**src/rtl/adel2_pkg.sv**
```systemverilog
// adel2_pkg: instruction class/op encodings, FSM states and instruction field positions for adel2_core.
package adel2_pkg;
  typedef enum logic [1:0] {ALU_ADD, ALU_SUB, ALU_AND, ALU_OR} alu_op_e;
  typedef enum logic [1:0] {BR_EQZ, BR_NEZ, BR_LTZ, BR_GTZ} br_cond_e;
  typedef enum logic [1:0] {SYS_LD, SYS_ST, SYS_LDIH, SYS_HALT} sys_op_e;
  typedef enum logic [1:0] {RUN, MEM, HALT} state_e;
  localparam int CLS_BIT = 15;
  localparam int OP_HI   = 14;
  localparam int OP_LO   = 13;
  localparam int SEL_BIT = 12;
  localparam int RD_HI   = 11;
  localparam int RD_LO   = 10;
  localparam int RS1_HI  = 9;
  localparam int RS1_LO  = 8;
  localparam int RS2_HI  = 1;
  localparam int RS2_LO  = 0;
  localparam int IMM_HI  = 7;
  localparam int IMM_LO  = 0;
endpackage

```
**src/rtl/adel2_alu.sv**
```systemverilog
// adel2_alu: combinational ALU result and signed branch-condition flag on operand a.
module adel2_alu
  import adel2_pkg::*;
#(
  parameter int DATA_W = 16
) (
  input  logic [1:0]        op,
  input  logic [1:0]        cond,
  input  logic [DATA_W-1:0] a,
  input  logic [DATA_W-1:0] b,
  output logic [DATA_W-1:0] y,
  output logic              taken
);
  always_comb begin
    y = op == ALU_ADD ? a + b : op == ALU_SUB ? a - b : op == ALU_AND ? a & b : a | b;
    taken = cond == BR_EQZ ? a == '0 :
            cond == BR_NEZ ? a != '0 :
            cond == BR_LTZ ? a[DATA_W-1] : !a[DATA_W-1] && a != '0;
  end
endmodule

```
**src/rtl/adel2_core.sv**
```systemverilog
// adel2_core: 4-register load/store core with fetch handshake, valid/ready data port and HALT.
// Define ADEL2_RETIRE_CNT_EN to add the 32-bit retire_cnt port and counter.
module adel2_core
  import adel2_pkg::*;
#(
  parameter int DATA_W = 16,
  parameter int PC_W   = 16,
  parameter int ADDR_W = 16
) (
  input  logic              clk,
  input  logic              nrst,
  input  logic [15:0]       inst,
  input  logic              inst_valid,
  output logic [PC_W-1:0]   pc,
  output logic              dmem_req,
  output logic              dmem_we,
  output logic [ADDR_W-1:0] dmem_addr,
  output logic [DATA_W-1:0] dmem_wdata,
  input  logic              dmem_ready,
  input  logic [DATA_W-1:0] dmem_rdata,
  output logic              halted
`ifdef ADEL2_RETIRE_CNT_EN
  ,
  output logic [31:0]       retire_cnt
`endif
);
  state_e            state, state_d;
  logic [DATA_W-1:0] regs [4];
  logic [1:0]        rd, rs1, rs2, mem_rd, wr_idx;
  logic [7:0]        imm8;
  logic [DATA_W-1:0] a, imm_z, ea, alu_y, wr_data;
  logic [PC_W-1:0]   pc_d;
  logic              taken, fire, mem_done, is_alu, is_br, is_mem, is_ldih, is_halt, wr_en;
  sys_op_e           sop;

  assign rd       = inst[RD_HI:RD_LO];
  assign rs1      = inst[RS1_HI:RS1_LO];
  assign rs2      = inst[RS2_HI:RS2_LO];
  assign imm8     = inst[IMM_HI:IMM_LO];
  assign sop      = sys_op_e'(inst[OP_HI:OP_LO]);
  assign a        = regs[rs1];
  assign imm_z    = DATA_W'(imm8);
  assign ea       = a + imm_z;
  assign fire     = state == RUN && inst_valid;
  assign mem_done = state == MEM && dmem_ready;
  assign is_alu   = inst[CLS_BIT];
  assign is_br    = !inst[CLS_BIT] && !inst[SEL_BIT];
  assign is_mem   = !inst[CLS_BIT] && inst[SEL_BIT] && (sop == SYS_LD || sop == SYS_ST);
  assign is_ldih  = !inst[CLS_BIT] && inst[SEL_BIT] && sop == SYS_LDIH;
  assign is_halt  = !inst[CLS_BIT] && inst[SEL_BIT] && sop == SYS_HALT;
  assign halted   = state == HALT;

  adel2_alu #(.DATA_W(DATA_W)) u_alu (
    .op   (inst[OP_HI:OP_LO]),
    .cond (inst[OP_HI:OP_LO]),
    .a    (a),
    .b    (inst[SEL_BIT] ? regs[rs2] : imm_z),
    .y    (alu_y),
    .taken(taken)
  );

  always_comb begin
    state_d = state;
    wr_en   = 1'b0;
    wr_idx  = rd;
    wr_data = alu_y;
    pc_d    = pc;
    if (mem_done) begin
      state_d = RUN;
      wr_en   = !dmem_we;
      wr_idx  = mem_rd;
      wr_data = dmem_rdata;
      pc_d    = pc + PC_W'(1);
    end else if (fire) begin
      state_d = is_mem ? MEM : is_halt ? HALT : RUN;
      wr_en   = is_alu || is_ldih;
      wr_data = is_alu ? alu_y : {regs[rd][DATA_W-9:0], imm8};
      pc_d    = is_br && taken ? pc + PC_W'($signed(imm8)) : is_mem || is_halt ? pc : pc + PC_W'(1);
    end
  end

  always_ff @(posedge clk or negedge nrst)
    if (!nrst) state <= RUN;
    else state <= state_d;

  // Load/store request fields are captured at acceptance so they stay stable while waiting.
  always_ff @(posedge clk or negedge nrst)
    if (!nrst) begin
      pc         <= '0;
      dmem_req   <= 1'b0;
      dmem_we    <= 1'b0;
      dmem_addr  <= '0;
      dmem_wdata <= '0;
      mem_rd     <= '0;
      for (int i = 0; i < 4; i++) regs[i] <= '0;
    end else begin
      pc <= pc_d;
      if (wr_en) regs[wr_idx] <= wr_data;
      if (fire && is_mem) begin
        dmem_req   <= 1'b1;
        dmem_we    <= sop == SYS_ST;
        dmem_addr  <= ADDR_W'(ea);
        dmem_wdata <= regs[rd];
        mem_rd     <= rd;
      end else if (mem_done) dmem_req <= 1'b0;
    end

`ifdef ADEL2_RETIRE_CNT_EN
  always_ff @(posedge clk or negedge nrst)
    if (!nrst) retire_cnt <= '0;
    else if ((fire && !is_mem) || mem_done) retire_cnt <= retire_cnt + 32'd1;
`endif
endmodule

```
**config.mk**
```make
export PLATFORM = sky130hd
export DESIGN_NAME = adel2_core
export DESIGN_NICKNAME = d
export VERILOG_FILES = /design/src/rtl/adel2_pkg.sv /design/src/rtl/adel2_alu.sv /design/src/rtl/adel2_core.sv
export SDC_FILE = /design/constraint.sdc
export NUM_CORES = 1
export LEC_CHECK = 0
export ABC_AREA = 1
export BUFFER_PORTS_ARGS = -buffer_cell sky130_fd_sc_hd__buf_2
export CAP_MARGIN = 10
export CORE_UTILIZATION = 55
export CTS_CLUSTER_DIAMETER = 100
export DETAILED_ROUTE_END_ITERATION = 7
export PLACE_DENSITY_LB_ADDON = 0.08
export SYNTH_ARGS = -nofsm -noshare
export SYNTH_HDL_FRONTEND = slang
export SYNTH_SLANG_ARGS = --single-unit
```
**constraint.sdc**
```tcl
create_clock -name clk -period 5.6 [get_ports clk]
set_clock_uncertainty 0.05 [all_clocks]
set_input_delay 0.56 -clock clk [delete_from_list [all_inputs] [get_ports clk]]
set_output_delay 0.56 -clock clk [all_outputs]
set_load 0.05 [all_outputs]
```
==> impl_metrics.prom, run 1 <==
# TYPE chip_impl_metric gauge
chip_impl_metric{name="tightest_slew",unit="ps"} 1000
chip_impl_metric{name="routed-wl-met2",unit="µm"} 16200
chip_impl_metric{name="m1WireLength",unit="µm"} 16100
chip_impl_info{name="timing.setup.critical_path_class",value="input pin to flip-flop"} 1
chip_impl_metric{name="timing.final.setup_violations",unit=""} 0
chip_impl_metric{name="final_count_of_hold_timing_violations",unit=""} 0
chip_impl_metric{name="critPathMaxFanout",unit=""} 21
chip_impl_info{name="top_layer",value="met5"} 1
chip_impl_metric{name="crit_path_arrival_time",unit="ps"} 4480
chip_impl_metric{name="dpl_cell_area",unit="mm²"} 0.0112
chip_impl_metric{name="synth_cell_types",unit=""} 49
chip_impl_metric{name="routed_wl",unit="µm"} 37500
chip_impl_metric{name="finalNetCount",unit=""} 1830
chip_impl_metric{name="firstDrtPassIters",unit=""} 6
chip_impl_metric{name="skew_pair_late_insertion_delay",unit="ps"} 440
chip_impl_metric{name="fin_area",unit="mm²"} 0.0117
chip_impl_info{name="post-synth-top-area-cell",value="sky130_fd_sc_hd__dfrtp_1"} 1
chip_impl_metric{name="placement_rows",unit=""} 50
chip_impl_metric{name="core",unit="mm²"} 0.0188
chip_impl_metric{name="max_clock_freq",unit="GHz"} 0.241
chip_impl_metric{name="nFillCells",unit=""} 1800
chip_impl_info{name="ctsRootBufferMaster",value="sky130_fd_sc_hd__clkbuf_16"} 1
chip_impl_metric{name="synthesis.nets",unit=""} 1777
chip_impl_metric{name="timing.final.ws_setup",unit="ps"} 1450
chip_impl_metric{name="cap_violations",unit=""} 0
chip_impl_metric{name="setup-tns-final",unit="ps"} 0
chip_impl_metric{name="die_area",unit="mm²"} 0.0199
chip_impl_metric{name="max-clock-path-buffers",unit=""} 2
chip_impl_metric{name="tritoncts.num_buffers",unit=""} 17
chip_impl_metric{name="post_route_clock_period_utilization",unit="%"} 74.1
chip_impl_metric{name="number_of_vias_in_the_routed_layout",unit=""} 11500
chip_impl_info{name="hold_path_class",value="input pin to async pin"} 1
chip_impl_metric{name="setup.reg_to_reg.worst_slack",unit="ps"} 2270
chip_impl_metric{name="gr-usage-all-layers",unit="%"} 38.7
chip_impl_metric{name="number_of_synthesized_flops_with_an_enable_pin",unit=""} 0
chip_impl_metric{name="post-cts-setup-buffer-count",unit=""} 0
chip_impl_metric{name="postRouteAntennaNets",unit=""} 0
chip_impl_metric{name="synthesis.yosys.warnings",unit=""} 0
chip_impl_metric{name="detail_route.vias_per_cell",unit=""} 5.76
chip_impl_info{name="ys_top_cells_by_area",value="sky130_fd_sc_hd__dfrtp_1 28%, sky130_fd_sc_hd__nand2_1 21%, sky130_fd_sc_hd__ha_1 8.4%"} 1
chip_impl_metric{name="leakagePower",unit="nW"} 6.34
chip_impl_metric{name="grt.overflow.total",unit=""} 0
chip_impl_metric{name="worst_slew_margin_rel",unit="%"} 32.7
chip_impl_info{name="worst_r2r_startpoint",value="regs[20]$_DFFE_PN0P_"} 1
chip_impl_metric{name="syn_avg_cell_area",unit="µm²"} 6.37
chip_impl_metric{name="max-vdd-ir-drop",unit="mV"} 0.267
chip_impl_metric{name="report.power.total",unit="mW"} 2.51
chip_impl_metric{name="met3_wirelength",unit="µm"} 3900
chip_impl_metric{name="area_delta_synth_final",unit="%"} 10.6
chip_impl_metric{name="post_cts_resize_count",unit=""} 0
chip_impl_metric{name="whs",unit="ps"} 181
chip_impl_info{name="setup.worst_path.end",value="regs[47]$_DFFE_PN0P_"} 1
chip_impl_metric{name="drc",unit=""} 0
chip_impl_metric{name="portBuffers",unit=""} 86
chip_impl_metric{name="grt_pass1_wl",unit="µm"} 58300
chip_impl_metric{name="post_placement_worst_setup_slack",unit="ps"} 1180
chip_impl_metric{name="start_util",unit="%"} 56.4
chip_impl_info{name="synth.top_cells.by_count",value="600 x sky130_fd_sc_hd__nand2_1, 154 x sky130_fd_sc_hd__inv_1, 129 x sky130_fd_sc_hd__o21ai_0"} 1
chip_impl_metric{name="post_layout_nonfiller_instances",unit=""} 1992
chip_impl_info{name="setup.worst_path.start",value="inst[1]"} 1
chip_impl_info{name="outcome",value="complete, no violations"} 1
chip_impl_metric{name="drt-initial-drc-count",unit=""} 1525
chip_impl_metric{name="postLayoutCoreUtil",unit="%"} 62.3
chip_impl_metric{name="dpl.cell_count",unit=""} 1960
chip_impl_info{name="r2r_end",value="regs[47]$_DFFE_PN0P_"} 1
chip_impl_metric{name="largest_net_degree_at_the_start_of_global_routing",unit=""} 68
chip_impl_metric{name="synth.yosys.seq_area_share",unit="%"} 27.8
chip_impl_info{name="tritoncts",value="built"} 1
chip_impl_metric{name="cts_max_level",unit=""} 4
chip_impl_info{name="ys.flop_type",value="sky130_fd_sc_hd__dfrtp_1"} 1
chip_impl_metric{name="reg2regPathDepth",unit=""} 22
chip_impl_info{name="rsz_0062_raised_after_global_routing",value="no"} 1
chip_impl_metric{name="synth.top_cell.area_share",unit="%"} 27.8
chip_impl_metric{name="maxSlewViolCount",unit=""} 0
chip_impl_metric{name="cts.sinks",unit=""} 118
chip_impl_metric{name="drive_gt1_share",unit="%"} 10.0
chip_impl_metric{name="synth-seq-cells",unit=""} 118
chip_impl_metric{name="worst_setup_hold_path_clk_slew",unit="ps"} 70
chip_impl_metric{name="post_drt_wl_per_cell",unit="µm"} 18.8
chip_impl_metric{name="grt_antenna_before_repair",unit=""} 1
chip_impl_metric{name="critPathRequiredTime",unit="ps"} 5930
chip_impl_metric{name="synth_area",unit="mm²"} 0.0106
chip_impl_metric{name="chipWidth",unit="µm"} 141
chip_impl_metric{name="async_reset_ff_share",unit="%"} 100
chip_impl_metric{name="io_pins",unit=""} 87
chip_impl_metric{name="cts.hold.buffers_added",unit=""} 0
chip_impl_metric{name="insertedDiodeCount",unit=""} 0
chip_impl_metric{name="gp_congestion",unit=""} 0.958
chip_impl_info{name="cp-start-kind",value="input pin"} 1
chip_impl_metric{name="dpl.hpwl",unit="µm"} 27000
chip_impl_metric{name="fp.dieH",unit="µm"} 141
chip_impl_metric{name="synthCells",unit=""} 1666
chip_impl_metric{name="number_of_global_route_vias_before_repair",unit=""} 10600
chip_impl_info{name="critical_path.endpoint_type",value="flip-flop"} 1
chip_impl_metric{name="power_density",unit="mW/mm²"} 214
chip_impl_metric{name="timing.final.crit_period",unit="ps"} 4150
chip_impl_info{name="post-synth-top-count-cell",value="sky130_fd_sc_hd__nand2_1"} 1
## metal layers
layer / vias up / global-route usage [%]
met4: 4 / 15.0
met5: - / 2.01
li1: 5511 / -
met2: 611 / 57.7
met3: 79 / 8.22
met1: 5266 / 54.5
## placed cells by master (no fill, tap or decap), drive strengths merged
cell type	n
a32o	6
fa	4
xnor2	12
o21ai	130
a41oi	4
clkinv	4
and3b	1
a21o	2
nand3	129
nand3b	1
nor3	11
nor2	126
dfrtp	118
a31oi	7
xor2	26
a21oi	97
buf	102
ha	71
and2	1
o221ai	3
clkinvlp	1
o31ai	4
inv	173
nand2	619
o2111ai	1
clkbuf	17
o22ai	13
o211ai	15
a32oi	1
bufinv	1
a21boi	2
nand4	15
a221oi	1
o2bb2ai	1
o21bai	8
a211oi	1
or2	4
## final cells by class
type	count	area, µm²	area share [%]
inverter	164	621	5.29
timing repair buffer	102	553	4.71
sequential	118	2950	25.2
clock inverter	15	153	1.30
clock buffer	17	425	3.62
tap	260	325	2.77
multi-input combinational	1316	6710	57.1
## worst min-delay path by stage
stage                                    startpoint                    endpoint  cells past startpoint
after CTS                                      nrst  dmem_wdata[13]$_DFFE_PN0P_                      1
after global routing                           nrst  dmem_wdata[14]$_DFFE_PN0P_                      1
final                                          nrst  dmem_wdata[14]$_DFFE_PN0P_                      1
after detailed placement  dmem_wdata[8]$_DFFE_PN0P_   dmem_wdata[8]$_DFFE_PN0P_                      2
after global placement     dmem_addr[0]$_DFFE_PN0P_    dmem_addr[0]$_DFFE_PN0P_                      2
after floorplan                                nrst    dmem_addr[0]$_DFFE_PN0P_                      0
## flip-flops by register name, indices dropped and copies added, names as in the netlist
register	count
regs	64
dmem_addr	16
dmem_wdata	16
pc	16
mem_rd	2
state	2
dmem_req	1
dmem_we	1
## critical path, cell delays in order
cell and delay (ps):
sky130_fd_sc_hd__buf_2 280, sky130_fd_sc_hd__inv_1 700, sky130_fd_sc_hd__o21ai_0 220, sky130_fd_sc_hd__o22ai_1 190
sky130_fd_sc_hd__nand2_1 70, sky130_fd_sc_hd__o21ai_0 200, sky130_fd_sc_hd__inv_1 130, sky130_fd_sc_hd__ha_1 530
sky130_fd_sc_hd__inv_1 80, sky130_fd_sc_hd__a21oi_1 290, sky130_fd_sc_hd__nor2_1 90, sky130_fd_sc_hd__nor2_1 140
sky130_fd_sc_hd__nand2_1 140, sky130_fd_sc_hd__nand2_1 100, sky130_fd_sc_hd__nand2_1 50, sky130_fd_sc_hd__nand2_1 60
sky130_fd_sc_hd__nand3_1 60, sky130_fd_sc_hd__nand2_1 70, sky130_fd_sc_hd__nand2_1 50, sky130_fd_sc_hd__nand2_1 110
sky130_fd_sc_hd__nand2_1 70, sky130_fd_sc_hd__nand2_1 120, sky130_fd_sc_hd__nand2_1 70, sky130_fd_sc_hd__nand2_1 80
## kinds of logic (layout without fill, tap and decap cells)
kind of cell,after synthesis,after routing,synth area share [%]
AO/OA/AOI/OAI,296,296,15.7
XOR/XNOR,38,38,3.14
AND/OR/NAND/NOR,907,907,35.3
adder cells (fa/ha/maj),75,75,9.12
flip-flops,118,118,27.8
buffers and inverters,232,298,9.01
## power breakdown
part	switching (mW)	leakage (nW)	internal, mW
combinational	0.383	4.43	0.149
sequential	0	1.63	0.852
clock	0.496	0.285	0.630
No activity file was read; power rests on OpenSTA's default activity.
==> run 2: changes to the inputs <==
- clock period: 5.6 -> 4.3 ns (I/O delays scaled with it)
==> run 2 against run 1 <==
- die area unchanged
- via count increased by 1.0%
- worst hold slack got worse by 100 ps
- wire length decreased by 1.4%
- final cell count increased by 0.50%
- core utilization increased by 0.31 points
- clock power increased by 22%
- combinational power increased by 31%
- first-iteration DRC count increased by 2.4%
- sequential power increased by 30%
- sequential share of layout area decreased by 0.13 points
- design area increased by 0.50%
- critical path type unchanged
- largest power group unchanged
==> impl_metrics.prom, run 2 (synthesis results as in run 1) <==
# TYPE chip_impl_metric gauge
chip_impl_metric{name="met3_wirelength",unit="µm"} 4160
chip_impl_info{name="worst_r2r_startpoint",value="regs[24]$_DFFE_PN0P_"} 1
chip_impl_metric{name="p_int",unit="mW"} 2.07
chip_impl_metric{name="drive_gt1_share",unit="%"} 10.6
chip_impl_metric{name="number_of_vias_in_the_routed_layout",unit=""} 11600
chip_impl_metric{name="number_of_global_route_vias_before_repair",unit=""} 10500
chip_impl_metric{name="m1WireLength",unit="µm"} 15600
chip_impl_metric{name="critPathMaxFanout",unit=""} 13
chip_impl_metric{name="worst_slew_margin_rel",unit="%"} 37.5
chip_impl_info{name="tritoncts",value="built"} 1
chip_impl_metric{name="whs",unit="ps"} 77.7
chip_impl_metric{name="placement_rows",unit=""} 50
chip_impl_metric{name="cts.sinks",unit=""} 118
chip_impl_metric{name="firstDrtPassIters",unit=""} 6
chip_impl_metric{name="postLayoutCoreUtil",unit="%"} 62.6
chip_impl_metric{name="max_stage_delay",unit="ps"} 520
chip_impl_metric{name="max_clock_freq",unit="GHz"} 0.282
chip_impl_metric{name="nFillCells",unit=""} 1801
chip_impl_metric{name="chipWidth",unit="µm"} 141
chip_impl_metric{name="report.power.total",unit="mW"} 3.19
chip_impl_metric{name="max-clock-path-buffers",unit=""} 2
chip_impl_metric{name="grt_pass1_wl",unit="µm"} 57300
chip_impl_metric{name="largest_net_degree_at_the_start_of_global_routing",unit=""} 71
chip_impl_metric{name="switching_share",unit="%"} 35.1
chip_impl_metric{name="critPathRequiredTime",unit="ps"} 4610
chip_impl_metric{name="cts_max_level",unit=""} 4
chip_impl_metric{name="post_cts_resize_count",unit=""} 0
chip_impl_metric{name="gp_congestion",unit=""} 1.02
chip_impl_metric{name="fin_area",unit="mm²"} 0.0118
chip_impl_metric{name="largest_register_ff_count",unit=""} 64
chip_impl_metric{name="area_delta_synth_final",unit="%"} 11.1
chip_impl_metric{name="die_area",unit="mm²"} 0.0199
chip_impl_info{name="worstPathCellList",value="buf_2 -> inv_1 -> o21ai_0 -> o22ai_1 -> nand2_1 -> o21ai_0 -> inv_1 -> ha_1 -> inv_1 -> a21oi_1 -> nand2_1 -> nand2_1 -> nand3_1 -> nand2_1 -> nand3_1 -> nand2_1 -> a21oi_1 -> o21ai_0 -> nand2_1 -> nand2_1"} 1
chip_impl_metric{name="timing.final.crit_period",unit="ps"} 3540
chip_impl_metric{name="power_density",unit="mW/mm²"} 270
chip_impl_metric{name="final_count_of_hold_timing_violations",unit=""} 0
chip_impl_metric{name="timing.final.setup_violations",unit=""} 0
chip_impl_metric{name="tritoncts.num_buffers",unit=""} 17
chip_impl_info{name="timing.setup.critical_path_class",value="input pin to flip-flop"} 1
chip_impl_metric{name="fp.dieH",unit="µm"} 141
chip_impl_metric{name="cap_violations",unit=""} 0
chip_impl_info{name="ctsRootBufferMaster",value="sky130_fd_sc_hd__clkbuf_16"} 1
chip_impl_metric{name="power.combinational.fraction",unit="%"} 21.8
chip_impl_info{name="final_cell_mix",value="599 x sky130_fd_sc_hd__nand2_1, 154 x sky130_fd_sc_hd__inv_1, 129 x sky130_fd_sc_hd__o21ai_0, 125 x sky130_fd_sc_hd__nor2_1, 123 x sky130_fd_sc_hd__nand3_1"} 1
chip_impl_metric{name="tightest_slew",unit="ps"} 938
chip_impl_metric{name="dpl.hpwl",unit="µm"} 26700
chip_impl_metric{name="grt_antenna_before_repair",unit=""} 0
chip_impl_metric{name="detail_route.vias_per_cell",unit=""} 5.79
chip_impl_info{name="cpMostUsedCell",value="sky130_fd_sc_hd__nand2_1"} 1
chip_impl_metric{name="share_clk_of_total_power",unit="%"} 43.4
chip_impl_metric{name="start_util",unit="%"} 56.4
chip_impl_info{name="crit_path_top_delay_cell",value="sky130_fd_sc_hd__ha_1"} 1
chip_impl_metric{name="sequential_power_share",unit="%"} 34.8
chip_impl_metric{name="insertedDiodeCount",unit=""} 0
chip_impl_metric{name="postRouteAntennaNets",unit=""} 0
chip_impl_metric{name="drt-initial-drc-count",unit=""} 1562
chip_impl_info{name="hold_path_class",value="input pin to async pin"} 1
chip_impl_metric{name="core",unit="mm²"} 0.0188
chip_impl_metric{name="leakagePower",unit="nW"} 6.38
chip_impl_info{name="rsz_0062_raised_after_global_routing",value="no"} 1
chip_impl_metric{name="post-cts-setup-buffer-count",unit=""} 0
chip_impl_metric{name="io_pins",unit=""} 87
chip_impl_metric{name="worst_setup_hold_path_clk_slew",unit="ps"} 70
chip_impl_info{name="r2r_end",value="regs[25]$_DFFE_PN0P_"} 1
chip_impl_metric{name="routed_wl",unit="µm"} 37000
chip_impl_metric{name="setup-tns-final",unit="ps"} 0
chip_impl_info{name="final_common_cell",value="sky130_fd_sc_hd__nand2_1"} 1
chip_impl_info{name="largest_register",value="regs"} 1
chip_impl_info{name="cp-start-kind",value="input pin"} 1
chip_impl_metric{name="post_drt_wl_per_cell",unit="µm"} 18.5
chip_impl_metric{name="crit_path_arrival_time",unit="ps"} 3860
chip_impl_metric{name="skew_pair_late_insertion_delay",unit="ps"} 440
chip_impl_metric{name="portBuffers",unit=""} 86
chip_impl_metric{name="power.switching",unit="mW"} 1.12
chip_impl_metric{name="finalNetCount",unit=""} 1840
chip_impl_metric{name="gr-usage-all-layers",unit="%"} 37.8
chip_impl_metric{name="reg2regPathDepth",unit=""} 17
chip_impl_info{name="critical_path.endpoint_type",value="flip-flop"} 1
chip_impl_info{name="top_layer",value="met4"} 1
chip_impl_metric{name="setup.reg_to_reg.worst_slack",unit="ps"} 930
chip_impl_metric{name="grt.overflow.total",unit=""} 0
chip_impl_metric{name="max-vdd-ir-drop",unit="mV"} 0.263
chip_impl_metric{name="post_route_clock_period_utilization",unit="%"} 82.4
chip_impl_metric{name="drc",unit=""} 0
chip_impl_info{name="outcome",value="complete, no violations"} 1
chip_impl_metric{name="maxSlewViolCount",unit=""} 0
chip_impl_metric{name="dpl_cell_area",unit="mm²"} 0.0112
chip_impl_metric{name="cts.hold.buffers_added",unit=""} 0
chip_impl_metric{name="routed-wl-met2",unit="µm"} 15700
-- run 2: changes by cell type in the layout (fill, tap and decap cells not counted) --
cell                         delta
sky130_fd_sc_hd__buf_4         +10
sky130_fd_sc_hd__inv_6          -3
sky130_fd_sc_hd__clkinvlp_4     +2
sky130_fd_sc_hd__bufinv_16      -1
sky130_fd_sc_hd__clkinv_4       +1
sky130_fd_sc_hd__clkinv_8       +1
-- run 2: final cells by class --
type	instances	area, µm²	area share [%]
repair buffers	112	628	5.32
clock buffers	17	425	3.61
well taps	260	325	2.76
inverters	164	621	5.26
clock inverters	15	136	1.16
flip-flops and latches	118	2950	25.0
multi-input cells	1316	6710	56.9
-- run 2: worst max path at each step --
stage / slack (ps) / start / to / depth (start not counted)
after floorplan: 1120 / inst[1] / regs[14]$_DFFE_PN0P_ / 24
after global placement: 600 / inst[1] / regs[40]$_DFFE_PN0P_ / 21
after detailed placement: 500 / inst[1] / regs[25]$_DFFE_PN0P_ / 19
after CTS: 920 / inst[1] / regs[9]$_DFFE_PN0P_ / 19
after global routing: 520 / inst[1] / regs[8]$_DFFE_PN0P_ / 21
final: 760 / inst[1] / regs[25]$_DFFE_PN0P_ / 20
-- run 2: metal layers --
metal  GRT usage [%]  vias up
met5               0        -
met4            16.1        0
met3            7.91       96
met2            56.7      666
met1            52.7     5291
li1                -     5533
-- run 2: power by group through the flow --
stage                     clock network [mW]  registers, mW  logic, mW
final                                   1.38           1.11      0.696
after global routing                    1.44           1.11      0.757
after CTS                               1.40           1.11      0.673
after detailed placement                   0           1.13      0.669
after global placement                     0           1.13      0.662
after floorplan                            0           1.13      0.452
-- run 2: critical path: cells and delay by family --
family                     cells  cell delay [ps]
and+or+nand+nor                9              720
adders and majority gates      1              520
AOI/OAI and AO/OA              6             1420
buffers and inverters          4              730
-- run 2: per-stage QoR --
stage          worst slack (ps)  instances
2_1_floorplan              1120       1666
3_3_place_gp                603       1970
3_5_place_dp                502       1970
4_1_cts                     922       2002
5_1_grt                     521       2002
6_report                    758       2002
==> run 3: changes to the inputs <==
- ABC_AREA: 1 -> 0
- clock period: 4.3 -> 3.5 ns (I/O delays scaled with it)
==> run 3 against run 2 <==
- the flow now finishes with violations (negative setup slack)
- largest cell class unchanged
- final cell count fell by 20%
- count of clock-buffer cells in the layout stayed put
- worst hold slack worse by 48 ps
- design area is 10% higher
- wire length is 5.5% lower
- clock power up 20%
- power grew to 4.2 times the previous value
- die area fell by 5.4%
- global-route usage rose by 0.16 points
- critical path depth fell by 5
- synthesized cell count decreased by 32%
==> impl_metrics.prom, run 3 <==
# TYPE chip_impl_metric gauge
chip_impl_info{name="outcome",value="complete, but fails checks"} 1
chip_impl_info{name="violations",value="negative setup slack"} 1
chip_impl_metric{name="critPathMaxFanout",unit=""} 4
chip_impl_metric{name="largest_net_degree_at_the_start_of_global_routing",unit=""} 70
chip_impl_info{name="ys_top_cells_by_area",value="sky130_fd_sc_hd__dfrtp_1 29%, sky130_fd_sc_hd__ha_1 8.9%, sky130_fd_sc_hd__mux4_2 8.5%"} 1
chip_impl_info{name="critical_path.endpoint_type",value="flip-flop"} 1
chip_impl_metric{name="cap_violations",unit=""} 0
chip_impl_metric{name="maxSlewViolCount",unit=""} 0
chip_impl_metric{name="synthesis.nets",unit=""} 1238
chip_impl_metric{name="tritoncts.num_buffers",unit=""} 17
chip_impl_metric{name="largest_register_ff_count",unit=""} 64
chip_impl_info{name="tritoncts",value="built"} 1
chip_impl_metric{name="global_route.usage.met2",unit="%"} 59.4
chip_impl_metric{name="grt_pass1_wl",unit="µm"} 52500
chip_impl_metric{name="post_drt_wl_per_cell",unit="µm"} 21.7
chip_impl_info{name="synth.top_cells.by_count",value="118 x sky130_fd_sc_hd__dfrtp_1, 118 x sky130_fd_sc_hd__nand2_1, 80 x sky130_fd_sc_hd__o21ai_0"} 1
chip_impl_metric{name="timing.final.ws_setup",unit="ps"} -22.5
chip_impl_metric{name="tightest_slew",unit="ps"} 940
chip_impl_metric{name="dpl_cell_area",unit="mm²"} 0.0120
chip_impl_metric{name="cts_max_level",unit=""} 4
chip_impl_metric{name="syn_avg_cell_area",unit="µm²"} 8.90
chip_impl_metric{name="synth_area",unit="mm²"} 0.0100
chip_impl_metric{name="finalNetCount",unit=""} 1476
chip_impl_metric{name="dpl.hpwl",unit="µm"} 26200
chip_impl_metric{name="dpl.cell_count",unit=""} 1563
chip_impl_metric{name="drive_gt1_share",unit="%"} 35.8
chip_impl_metric{name="core",unit="mm²"} 0.0179
chip_impl_metric{name="max_clock_freq",unit="GHz"} 0.284
chip_impl_metric{name="synth.yosys.seq_area_share",unit="%"} 29.4
chip_impl_metric{name="number_of_global_route_vias_before_repair",unit=""} 9375
chip_impl_info{name="post-synth-top-area-cell",value="sky130_fd_sc_hd__dfrtp_1"} 1
chip_impl_metric{name="max-vdd-ir-drop",unit="mV"} 0.656
chip_impl_metric{name="drc",unit=""} 0
chip_impl_metric{name="crit_path_arrival_time",unit="ps"} 3740
chip_impl_metric{name="skew_pair_late_insertion_delay",unit="ps"} 430
chip_impl_metric{name="chipWidth",unit="µm"} 137
chip_impl_metric{name="timing.final.crit_period",unit="ps"} 3520
chip_impl_metric{name="grt_antenna_before_repair",unit=""} 1
chip_impl_metric{name="number_of_synthesized_flops_with_an_enable_pin",unit=""} 0
chip_impl_metric{name="worst_slew_margin_rel",unit="%"} 37.3
chip_impl_metric{name="synth.top_cell.area_share",unit="%"} 29.4
chip_impl_metric{name="groute.layer.met3.usage",unit="%"} 8.59
chip_impl_metric{name="number_of_vias_in_the_routed_layout",unit=""} 10200
chip_impl_info{name="final_common_cell",value="sky130_fd_sc_hd__buf_4"} 1
chip_impl_metric{name="final_count_of_hold_timing_violations",unit=""} 0
chip_impl_info{name="gr-max-usage-layer",value="met2"} 1
chip_impl_metric{name="setup.reg_to_reg.worst_slack",unit="ps"} -20
chip_impl_metric{name="drt-initial-drc-count",unit=""} 932
chip_impl_metric{name="synthCells",unit=""} 1127
chip_impl_metric{name="firstDrtPassIters",unit=""} 6
chip_impl_metric{name="gr-usage-all-layers",unit="%"} 38.0
chip_impl_metric{name="post_layout_nonfiller_instances",unit=""} 1607
chip_impl_metric{name="post_route_clock_period_utilization",unit="%"} 101
chip_impl_metric{name="synthesis.yosys.warnings",unit=""} 0
chip_impl_info{name="timing.setup.critical_path_class",value="flip-flop to flip-flop"} 1
chip_impl_info{name="ctsRootBufferMaster",value="sky130_fd_sc_hd__clkbuf_16"} 1
chip_impl_metric{name="area_delta_synth_final",unit="%"} 29.9
chip_impl_metric{name="insertedDiodeCount",unit=""} 0
chip_impl_metric{name="max-clock-path-buffers",unit=""} 2
chip_impl_info{name="crit_path_top_delay_cell",value="sky130_fd_sc_hd__mux4_2"} 1
chip_impl_metric{name="start_util",unit="%"} 56.0
chip_impl_info{name="worst_path_dominant_cell_family",value="compound AO/OA/AOI/OAI gates"} 1
chip_impl_metric{name="synth_cell_types",unit=""} 71
chip_impl_metric{name="placement_rows",unit=""} 49
chip_impl_metric{name="fp.dieH",unit="µm"} 137
chip_impl_info{name="worstPathCellList",value="mux4_2 -> inv_2 -> ha_4 -> inv_2 -> fa_2 -> nor2b_4 -> o21ai_2 -> a31oi_1 -> or2_1 -> o41ai_2 -> buf_4 -> a2111oi_4 -> a31oi_2 -> buf_4 -> a41oi_2"} 1
chip_impl_info{name="largest_register",value="regs"} 1
chip_impl_info{name="ys.flop_type",value="sky130_fd_sc_hd__dfrtp_1"} 1
chip_impl_metric{name="synth-seq-cells",unit=""} 118
chip_impl_info{name="final_cell_mix",value="193 x sky130_fd_sc_hd__buf_4, 118 x sky130_fd_sc_hd__dfrtp_1, 117 x sky130_fd_sc_hd__nand2_1, 85 x sky130_fd_sc_hd__buf_2"} 1
chip_impl_metric{name="cts.hold.buffers_added",unit=""} 0
chip_impl_metric{name="die_area",unit="mm²"} 0.0188
chip_impl_info{name="rsz_0062_raised_after_global_routing",value="yes"} 1
chip_impl_info{name="hold_path_class",value="input pin to async pin"} 1
chip_impl_metric{name="async_reset_ff_share",unit="%"} 100
chip_impl_metric{name="max_stage_delay",unit="ps"} 560
chip_impl_metric{name="cts.sinks",unit=""} 118
chip_impl_metric{name="critPathRequiredTime",unit="ps"} 3720
chip_impl_metric{name="postRouteAntennaNets",unit=""} 0
chip_impl_metric{name="fin_area",unit="mm²"} 0.0130
chip_impl_metric{name="worst_setup_hold_path_clk_slew",unit="ps"} 60
chip_impl_metric{name="routed_wl",unit="µm"} 34900
chip_impl_info{name="cp-start-kind",value="flip-flop"} 1
chip_impl_metric{name="grt.overflow.total",unit=""} 0
chip_impl_metric{name="worst-path-buf-inv",unit=""} 4
chip_impl_metric{name="io_pins",unit=""} 87
chip_impl_metric{name="gp_congestion",unit=""} 1.04
chip_impl_metric{name="power_density",unit="mW/mm²"} 1020
chip_impl_metric{name="post_placement_worst_setup_slack",unit="ps"} -544
chip_impl_metric{name="leakagePower",unit="nW"} 6.05
chip_impl_metric{name="grtUsageMet1",unit="%"} 51.2
chip_impl_metric{name="timing.final.setup_violations",unit=""} 5
chip_impl_metric{name="detail_route.vias_per_cell",unit=""} 6.34
chip_impl_metric{name="portBuffers",unit=""} 86
-- run 3: through the flow --
| stage | utilization (%) | total power, mW | setup TNS [ps] | hold slack (ps) |
|---|---|---|---|---|
| floorplan | - | 7.71 | -9.85 | 4.41 |
| global placement | 66.8 | 10.7 | -9790 | 408 |
| detailed placement | 66.8 | 10.8 | -11030 | 415 |
| CTS | 71.2 | 12.8 | -165 | 66.9 |
| global route | 72.8 | 14.1 | -1170 | 110 |
| finish | 72.8 | 13.3 | -52.1 | 29.3 |
-- run 3: repair_timing --
item | CTS | global route
setup buffers | 8 | 4
hold endpoints to repair | 0 | 0
endpoints found under the setup margin | 32 | 48
pin swaps | 18 | 17
resized for setup | 35 | 62
-- run 3: kinds of logic (layout without fill, tap and decap cells) --
logic type | after synthesis | count (layout) | share of synthesized area, %
AOI/OAI and AO/OA | 341 | 341 | 21.3
xor gates and xnor gates | 34 | 34 | 2.97
adders and majority gates | 75 | 75 | 9.66
buffers and inverters | 133 | 384 | 5.18
DFF | 118 | 118 | 29.4
muxes | 109 | 109 | 16.3
and+or+nand+nor | 317 | 317 | 15.2
-- run 3: path summary, 6_finish.rpt --
| check | startpoint | to | cells past startpoint |
|---|---|---|---|
| worst max-delay path | regs[16]$_DFFE_PN0P_ | regs[14]$_DFFE_PN0P_ | 15 |
| worst min-delay path | nrst | dmem_wdata[4]$_DFFE_PN0P_ | 1 |
| worst max register to register | regs[16]$_DFFE_PN0P_ | regs[14]$_DFFE_PN0P_ | 15 |
| worst min register to register | dmem_addr[12]$_DFFE_PN0P_ | dmem_addr[12]$_DFFE_PN0P_ | 2 |
| max in group asynchronous | nrst | regs[14]$_DFFE_PN0P_ | 2 |
| min in group clk | inst_valid | state[1]$_DFFE_PN0P_ | 3 |
-- run 3: worst register-to-register path, delay by kind of cell (launching register included) --
family / cells / cell delay (ps)
AO/OA/AOI/OAI: 6 / 920
adder cells (fa/ha/maj): 2 / 480
buffers and inverters: 4 / 540
flip-flops: 1 / 410
multiplexers: 1 / 560
AND/OR/NAND/NOR: 2 / 400
-- run 3: per-layer routing --
| metal | part of all wire (%) | vias to the layer above | wire length (µm) |
|---|---|---|---|
| met3 | 8.5 | 80 | 2980 |
| met5 | 0.037 | - | 13 |
| met2 | 46 | 479 | 15900 |
| li1 | - | 4636 | - |
| met1 | 43 | 4986 | 14900 |
| met4 | 3.2 | 2 | 1140 |
-- run 3: area by class of cell --
cell class / instances / area, µm²
clock buffers: 17 / 425
clock inverters: 15 / 131
fillers: 1395 / 4870
inverters: 69 / 259
multi-input cells: 876 / 7020
flip-flops and latches: 118 / 2950
well taps: 229 / 287
repair buffers: 283 / 1960
-- run 3: power breakdown --
part           internal, mW  switching, mW
Combinational          3.87           5.15
Sequential             2.01          0.612
Clock                 0.976          0.688
